<file path="src/rtl/hamming_pkg.sv">
// Shared definitions for the extended Hamming(16,11) coder/decoder pair.
package hamming_pkg;

    localparam int unsigned IL = 11;
    localparam int unsigned OL = 16;

    // Hamming positions holding parity bits (position 0 is the overall parity).
    localparam logic [3:0] ParityPos [4] = '{4'd1, 4'd2, 4'd4, 4'd8};

    // Hamming positions holding payload bits, payload MSB first.
    localparam logic [3:0] DataPos [IL] = '{
        4'd3, 4'd5, 4'd6, 4'd7, 4'd9, 4'd10, 4'd11, 4'd12, 4'd13, 4'd14, 4'd15
    };

    typedef enum logic [2:0] {
        StIdle,
        StScan,
        StCorrect,
        StExtract,
        StDone
    } dec_state_e;

    // Hamming position n lives at code word bit OL-1-n.
    function automatic logic [3:0] pos_to_bit(input logic [3:0] n);
        return 4'(OL - 1) - n;
    endfunction

endpackage

</file>
<file path="src/rtl/hamming_data_extract.sv">
// Pulls the 11-bit payload out of a 16-bit code word.
module hamming_data_extract
    import hamming_pkg::*;
(
    input  logic [OL-1:0] code_i,
    output logic [IL-1:0] data_o
);

    // Gather the payload bits from their Hamming positions, MSB first.
    always_comb begin
        data_o = '0;
        for (int k = 0; k < IL; k++) begin
            data_o[IL-1-k] = code_i[pos_to_bit(DataPos[k])];
        end
    end

endmodule

</file>
<file path="src/rtl/hamming_decoder_rtl.sv">
// Extended Hamming(16,11) SECDED decoder with a serial syndrome scan and a
// 4-phase start/ready_out handshake.
module hamming_decoder_rtl #(
    parameter int unsigned IL = 11,
    parameter int unsigned OL = 16
) (
    input  logic          clock,
    input  logic          reset,
    input  logic          start,
    input  logic [OL-1:0] hamm_code_in,
    output logic          ready_out,
    output logic [IL-1:0] binary_out,
    output logic          err_single,
    output logic          err_double
);

    import hamming_pkg::*;

    dec_state_e    state_q, state_d;
    logic [OL-1:0] code_q, code_d;
    logic [3:0]    syn_q, syn_d;
    logic          par_q, par_d;
    logic [4:0]    pos_q, pos_d;
    logic          ready_q, ready_d;
    logic [IL-1:0] bin_q, bin_d;
    logic          es_q, es_d;
    logic          ed_q, ed_d;
    logic [IL-1:0] payload;

    hamming_data_extract u_extract (
        .code_i (code_q),
        .data_o (payload)
    );

    // Next-state and datapath updates for the decode sequence.
    always_comb begin
        state_d = state_q;
        code_d  = code_q;
        syn_d   = syn_q;
        par_d   = par_q;
        pos_d   = pos_q;
        ready_d = ready_q;
        bin_d   = bin_q;
        es_d    = es_q;
        ed_d    = ed_q;
        unique case (state_q)
            StIdle: begin
                if (start) begin
                    code_d  = hamm_code_in;
                    syn_d   = '0;
                    par_d   = 1'b0;
                    pos_d   = '0;
                    ready_d = 1'b0;
                    es_d    = 1'b0;
                    ed_d    = 1'b0;
                    state_d = StScan;
                end
            end
            StScan: begin
                if (code_q[pos_to_bit(pos_q[3:0])]) begin
                    syn_d = syn_q ^ pos_q[3:0];
                    par_d = ~par_q;
                end
                pos_d = pos_q + 5'd1;
                if (pos_q == 5'd15) begin
                    state_d = StCorrect;
                end
            end
            StCorrect: begin
                // Odd parity means one flipped bit, located by the syndrome
                // (syndrome 0 is the overall parity bit itself).
                if (par_q) begin
                    code_d[pos_to_bit(syn_q)] = ~code_q[pos_to_bit(syn_q)];
                end
                state_d = StExtract;
            end
            StExtract: begin
                bin_d   = payload;
                es_d    = par_q;
                ed_d    = ~par_q && (syn_q != 4'd0);
                ready_d = 1'b1;
                state_d = StDone;
            end
            StDone: begin
                if (!start) begin
                    state_d = StIdle;
                end
            end
            default: state_d = StIdle;
        endcase
    end

    // State and result registers; reset aborts any decode in flight.
    always_ff @(posedge clock or posedge reset) begin
        if (reset) begin
            state_q <= StIdle;
            code_q  <= '0;
            syn_q   <= '0;
            par_q   <= 1'b0;
            pos_q   <= '0;
            ready_q <= 1'b0;
            bin_q   <= '0;
            es_q    <= 1'b0;
            ed_q    <= 1'b0;
        end else begin
            state_q <= state_d;
            code_q  <= code_d;
            syn_q   <= syn_d;
            par_q   <= par_d;
            pos_q   <= pos_d;
            ready_q <= ready_d;
            bin_q   <= bin_d;
            es_q    <= es_d;
            ed_q    <= ed_d;
        end
    end

    assign ready_out  = ready_q;
    assign binary_out = bin_q;
    assign err_single = es_q;
    assign err_double = ed_q;

endmodule

</file>
<file path="config.mk">
export PLATFORM = sky130hd
export DESIGN_NAME = hamming_decoder_rtl
export DESIGN_NICKNAME = d
export VERILOG_FILES = /design/src/rtl/hamming_pkg.sv /design/src/rtl/hamming_data_extract.sv /design/src/rtl/hamming_decoder_rtl.sv
export SDC_FILE = /design/constraint.sdc
export NUM_CORES = 1
export LEC_CHECK = 0
export BUFFER_PORTS_ARGS = -buffer_cell sky130_fd_sc_hd__buf_2
export CORE_MARGIN = 4
export CORE_UTILIZATION = 40
export DETAILED_ROUTE_END_ITERATION = 16
export PLACE_DENSITY = 0.7
export SETUP_SLACK_MARGIN = 0.1
export SKIP_CTS_REPAIR_TIMING = 1
export SYNTH_ARGS = -nofsm -noshare
export SYNTH_HDL_FRONTEND = slang
export SYNTH_SLANG_ARGS = --single-unit
</file>
<file path="constraint.sdc">
create_clock -name clock -period 1.7 [get_ports clock]
set_input_delay 0.34 -clock clock [delete_from_list [all_inputs] [get_ports clock]]
set_output_delay 0.34 -clock clock [all_outputs]
set_load 0.01 [all_outputs]
</file>
=== After elaboration in Yosys (flattened, before gate mapping) ===
Cells that the tools add are included.

* Register bits after elaboration: 43
* Word-level logic and storage cells: 65
* Bits of input ports: 19

* Add/sub/neg operators: 3
* Multiplexer cells: 25
* Equality and inequality tests: 10
* Order comparisons: 3
* Reduce and logical (&&, ||, !) cells: 12
* Bitwise gates (word level): 3

{| class="wikitable"
|+ Operator list
! kind !! count
|-
| $mux 16 || 2
|-
| $pmux 16 s2 || 1
|-
| $bwmux 16 || 1
|-
| $pmux 3 s5 || 1
|-
| $lt 4x5->1 const B || 2
|-
| $ne 2x2->1 const B || 5
|-
| $pmux 5 s2 || 1
|-
| $mux 3 || 3
|-
| $reduce_and 3->1 || 3
|-
| $bmux 1 s4 || 2
|-
| $mux 4 || 2
|-
| $pmux 1 s2 || 4
|-
| $pmux 4 s2 || 1
|-
| $sub 4x4->4 const A || 2
|-
| $eq 3x2->1 const B || 2
|-
| $reduce_bool 2->1 || 3
|-
| $add 5x1->5 const B || 1
|-
| $eq 5x4->1 const B || 1
|-
| $mux 1 || 5
|-
| $mux 5 || 1
|-
| $demux 1 s4 || 1
|-
| $ge 4x1->1 const B || 1
|-
| $reduce_and 2->1 || 2
|-
| $reduce_bool 4->1 || 1
|-
| other kinds (6) || 8
|}

=== Logic depth before layout (Yosys ltp) ===
* Depth after elaboration: 8
* Depth in mapped cells: 7

=== Hierarchy ===
From an unflattened synthesis, not the netlist that was laid out.

* Cell total of the unflattened synthesis: 267
* Area, all modules: 2412.3 sq um

{| class="wikitable"
|+ By module, submodules not included
! module !! area each (sq um) !! cells each !! instances
|-
| hamming_decoder_rtl || 2329.7 || 256 || 1
|-
| hamming_data_extract || 82.6 || 11 || 1
|}

=== Worst setup path before layout ===
OpenSTA, ideal clock, no wires.

* Path type: reg-to-reg
* Start point: register pos_q[1]
* End point: register syn_q[1]
* Required time: 1.576 ns
* Path buffers: 1
* Cell stages (with the launch flop): 7
* Clock period less this slack: 1.748 ns
* Arrival: 1.624 ns
* Setup slack: -0.048 ns
* Path through: dfrtp_1 buf_6 mux2_1 o22ai_1 nor3_2 or2_2 a211o_1

* Cells in the longest elaborated chain, start to end: 5
* Elaborated cells on any way between the ends: 8

{| class="wikitable"
|+ Ends and longest elaborated chain
! what !! RTL line !! text
|-
| from (decl) || hamming_decoder_rtl.sv:23 || <nowiki>logic [4:0] pos_q, pos_d;</nowiki>
|-
| from (signal assigned) || hamming_decoder_rtl.sv:110 || <nowiki>pos_q <= pos_d;</nowiki>
|-
| $sub 4x4->4 || hamming_pkg.sv:25 || <nowiki>return 4'(OL - 1) - n;</nowiki>
|-
| $bmux 1 s4 || hamming_decoder_rtl.sv:60 || <nowiki>if (code_q[pos_to_bit(pos_q[3:0])]) begin</nowiki>
|-
| $mux 1 (implied by the code) || hamming_decoder_rtl.sv:60 ||
|-
| $ne 2x2->1 (no line) || -- ||
|-
| $reduce_and 3->1 (no line) || -- ||
|-
| to (signal assigned) || hamming_decoder_rtl.sv:108 || <nowiki>syn_q <= syn_d;</nowiki>
|-
| to (decl) || hamming_decoder_rtl.sv:21 || <nowiki>logic [3:0] syn_q, syn_d;</nowiki>
|}

Several ways; a longest one is shown, not always the timed one. The select of a mux whose other input is x is not followed.
A chain may end at the register's enable or synchronous reset.

=== Final worst setup path ===
Same ends and word-level chain as after synthesis.

==> impl_metrics.json <==
{
  "power.switching_mw": 2.48,
  "cts.clk_slew.worst_paths_ns": 0.09,
  "use_met1_pct": 25.8,
  "final_cell_area_um2": 3400,
  "grt_max_degree": 24,
  "setup.worst_path.class": "reg -> reg",
  "drv_slew": 0,
  "drv_cap": 0,
  "core-area_um2": 5960,
  "num_io_pins": 33,
  "arrival_ns": 2.00,
  "final_core_util_pct": 57.1,
  "p_leak_nw": 1.55,
  "setup_tns_ns": -0.375,
  "grt_pass1_wl_mm": 11.0,
  "top_usage_layer": "met2",
  "fin_nets": 356,
  "start_util_pct": 41.5,
  "antenna_found_initial": 0,
  "yosysMostFrequentCell": "dfrtp_1",
  "pwr-share-comb_pct": 54.4,
  "synthTopCellsByCount": "43 x dfrtp_1, 29 x a21oi_1, 25 x o21ai_0, 24 x nand2_1, 21 x nand3_1",
  "yosysWarningCount": 0,
  "synth_area_leaders": "dfrtp_1 44%, mux2_2 6.4%, a21oi_1 5.9%, o21ai_0 5.1%, nand3_1 4.2%",
  "ir_worst_vdd_mv": 1.11,
  "diodes": 0,
  "report.power.total_mw": 6.21,
  "yosys.cell_types.count": 46,
  "status": "complete, but fails checks",
  "synth-seq-cells": 43,
  "fp.dieH_um": 86.6,
  "p_int_mw": 3.72,
  "die-area_um2": 7510,
  "cp-start-kind": "flop",
  "fin_crit_ns": 1.81,
  "final.period_utilization_pct": 106,
  "async_reset_ff_share_pct": 100,
  "p_seq_share_pct": 32.0,
  "cts_num_sinks": 43,
  "drc_errors": 0,
  "drt_iter0_markers": 102,
  "p_per_area_nw_per_um2": 1830,
  "dpl_cell_area_um2": 3010,
  "clockPowerShare_pct": 13.6,
  "fillers": 536,
  "ys.flop_type": "dfrtp_1",
  "place.gp.congestion": 0.852,
  "clock_skew_ns": 0.00708,
  "clk-insertion-delay-late_ns": 0.31,
  "hp-class": "in -> async",
  "vias_per_cell": 5.57,
  "worst_slack_ns": -0.106,
  "grt_pass1_vias": 2213,
  "cts_tree": "done",
  "wl_per_cell_um": 17.2,
  "postRouteAntennaNets": 0,
  "vias": 2288,
  "slew_headroom_pct": 59.6,
  "dr.pass1.iters": 4,
  "drive_above_1_share_pct": 44.6,
  "routed_wl_mm": 7.09,
  "critical_path_peak_fanout": 5,
  "portBuffers": 32,
  "yosysSeqAreaShare_pct": 43.5,
  "overflow": 0,
  "syn_to_final_growth_pct": 37.4,
  "netSwitchingFraction_pct": 40.0,
  "rsz0062_at_grt": "yes",
  "synthCells": 266,
  "critPathRequiredTime_ns": 1.89,
  "clockBufferDepth": 2,
  "grtUsageMet3_pct": 3.33,
  "synthesis.nets": 287,
  "netlist_area_um2": 2470,
  "clock.fmax_mhz": 554,
  "synth-edff-count": 0,
  "gr-usage-met2_pct": 30.3,
  "cts_inserted_buffers": 5,
  "syn_area_per_cell_um2": 9.30,
  "gr-usage-all-layers_pct": 18.8,
  "die_w_um": 86.6,
  "violations": "negative setup slack",
  "finalHoldViolations": 0,
  "cts_root_buf": "clkbuf_8",
  "netlist.area_leader.share_pct": 43.5,
  "dp_hpwl_mm": 4.84,
  "endpoint_kind": "flop",
  "h-tree-depth": 2,
  "rows": 28,
  "synth_top_cell_by_area": "dfrtp_1",
  "finalSetupViolCount": 7,
  "tightest_slew_ns": 0.602
}
worst max-delay path, stage by stage (launching register included):
cell	delay (ns)
dfrtp_2	0.45
buf_4	0.17
mux2_4	0.32
o22ai_4	0.17
nor3_4	0.08
or2_4	0.24
a211o_1	0.26
power groups by stage:
stage / combinational, mW / sequential [mW] / clock [mW]
finish: 3.38 / 1.98 / 0.844
global route: 3.67 / 2.05 / 0.907
CTS: 3.00 / 1.95 / 0.857
detailed placement: 2.98 / 1.96 / 0
global placement: 2.92 / 1.96 / 0
floorplan: 1.99 / 1.83 / 0
flip-flops by register name, summed over array words and instances, names as in the netlist:
signal and cells:
syn_q 4, err_single 1, pos_q 5, par_q 1, ready_out 1, code_q 16
state_q 3, err_double 1, binary_out 11
layer usage:
| metal | up-vias | wire [um] |
|---|---|---|
| met3 | 13 | 312 |
| met4 | 0 | 124 |
| li1 | 1082 | - |
| met1 | 1140 | 3200 |
| met5 | - | 0 |
| met2 | 53 | 3460 |
cells by family (layout without fill, tap and decap cells):
| logic type | Yosys count | in the layout | synth area share [%] |
|---|---|---|---|
| muxes | 24 | 24 | 12.5 |
| adders and majority gates | 2 | 2 | 1.01 |
| buffers and inverters | 26 | 96 | 4.80 |
| and+or+nand+nor | 96 | 96 | 20.3 |
| AOI/OAI and AO/OA | 74 | 74 | 17.5 |
| DFF | 43 | 43 | 43.5 |
| xor gates and xnor gates | 1 | 1 | 0.354 |
cell type report:
class	count	area, um^2	share of cell area (%)
Multi-Input combinational cell	197	1470	43.2
Sequential cell	43	1080	31.8
Timing Repair Buffer	84	626	18.4
Tap cell	75	93.8	2.76
Clock buffer	5	68.8	2.03
Clock inverter	3	47.5	1.40
Inverter	4	15.0	0.442
cell usage in the layout, fill, tap and decap left out, types with 2 or more instances in the layout:
master    synthesis  final
a31oi_1           2      2
o21ai_2           0      2
nor2b_1           6      6
nor2_1           19     18
a211o_1           3      2
buf_4             0     41
clkbuf_8          0      5
nor3b_4           0      2
mux2i_1           2      2
nor3_2            2      2
nand3b_1          2      2
mux2_4            2     13
nand3_1          21     20
a21oi_1          29     18
o21ai_0          25     12
dfrtp_1          43     40
a21oi_2           0     10
nand2b_1          6      5
inv_1             4      3
nand2_1          24     24
mux4_2            3      3
a22o_1            2      2
buf_2             5     33
buf_12            0      3
dfrtp_2           0      3
mux2_2           14      6
o21ai_1           2     13
buf_6             2      6
final timing paths:
kind                                       to  slack, ns  depth (start not counted)            start
worst max-delay path                 syn_q[1]      -0.11                          6         pos_q[1]
worst min-delay path            binary_out[5]       0.01                          2            reset
worst max register to register       syn_q[1]      -0.11                          6         pos_q[1]
worst min register to register      ready_out       0.48                          2        ready_out
max in group asynchronous          state_q[1]       1.20                          3            reset
min in group clock                  code_q[9]       0.26                          3  hamm_code_in[9]
stage by stage:
stage	hold slack [ns]	setup slack, ns	cells
3_3_place_gp	0.350	-0.0727	392
4_1_cts	0.0166	-0.0998	400
6_report	0.0125	-0.106	411
3_5_place_dp	0.353	-0.108	392
2_1_floorplan	0.450	-0.00577	266
5_1_grt	0.0301	-0.152	411
Note: power is estimated with default switching activity, not from simulation.
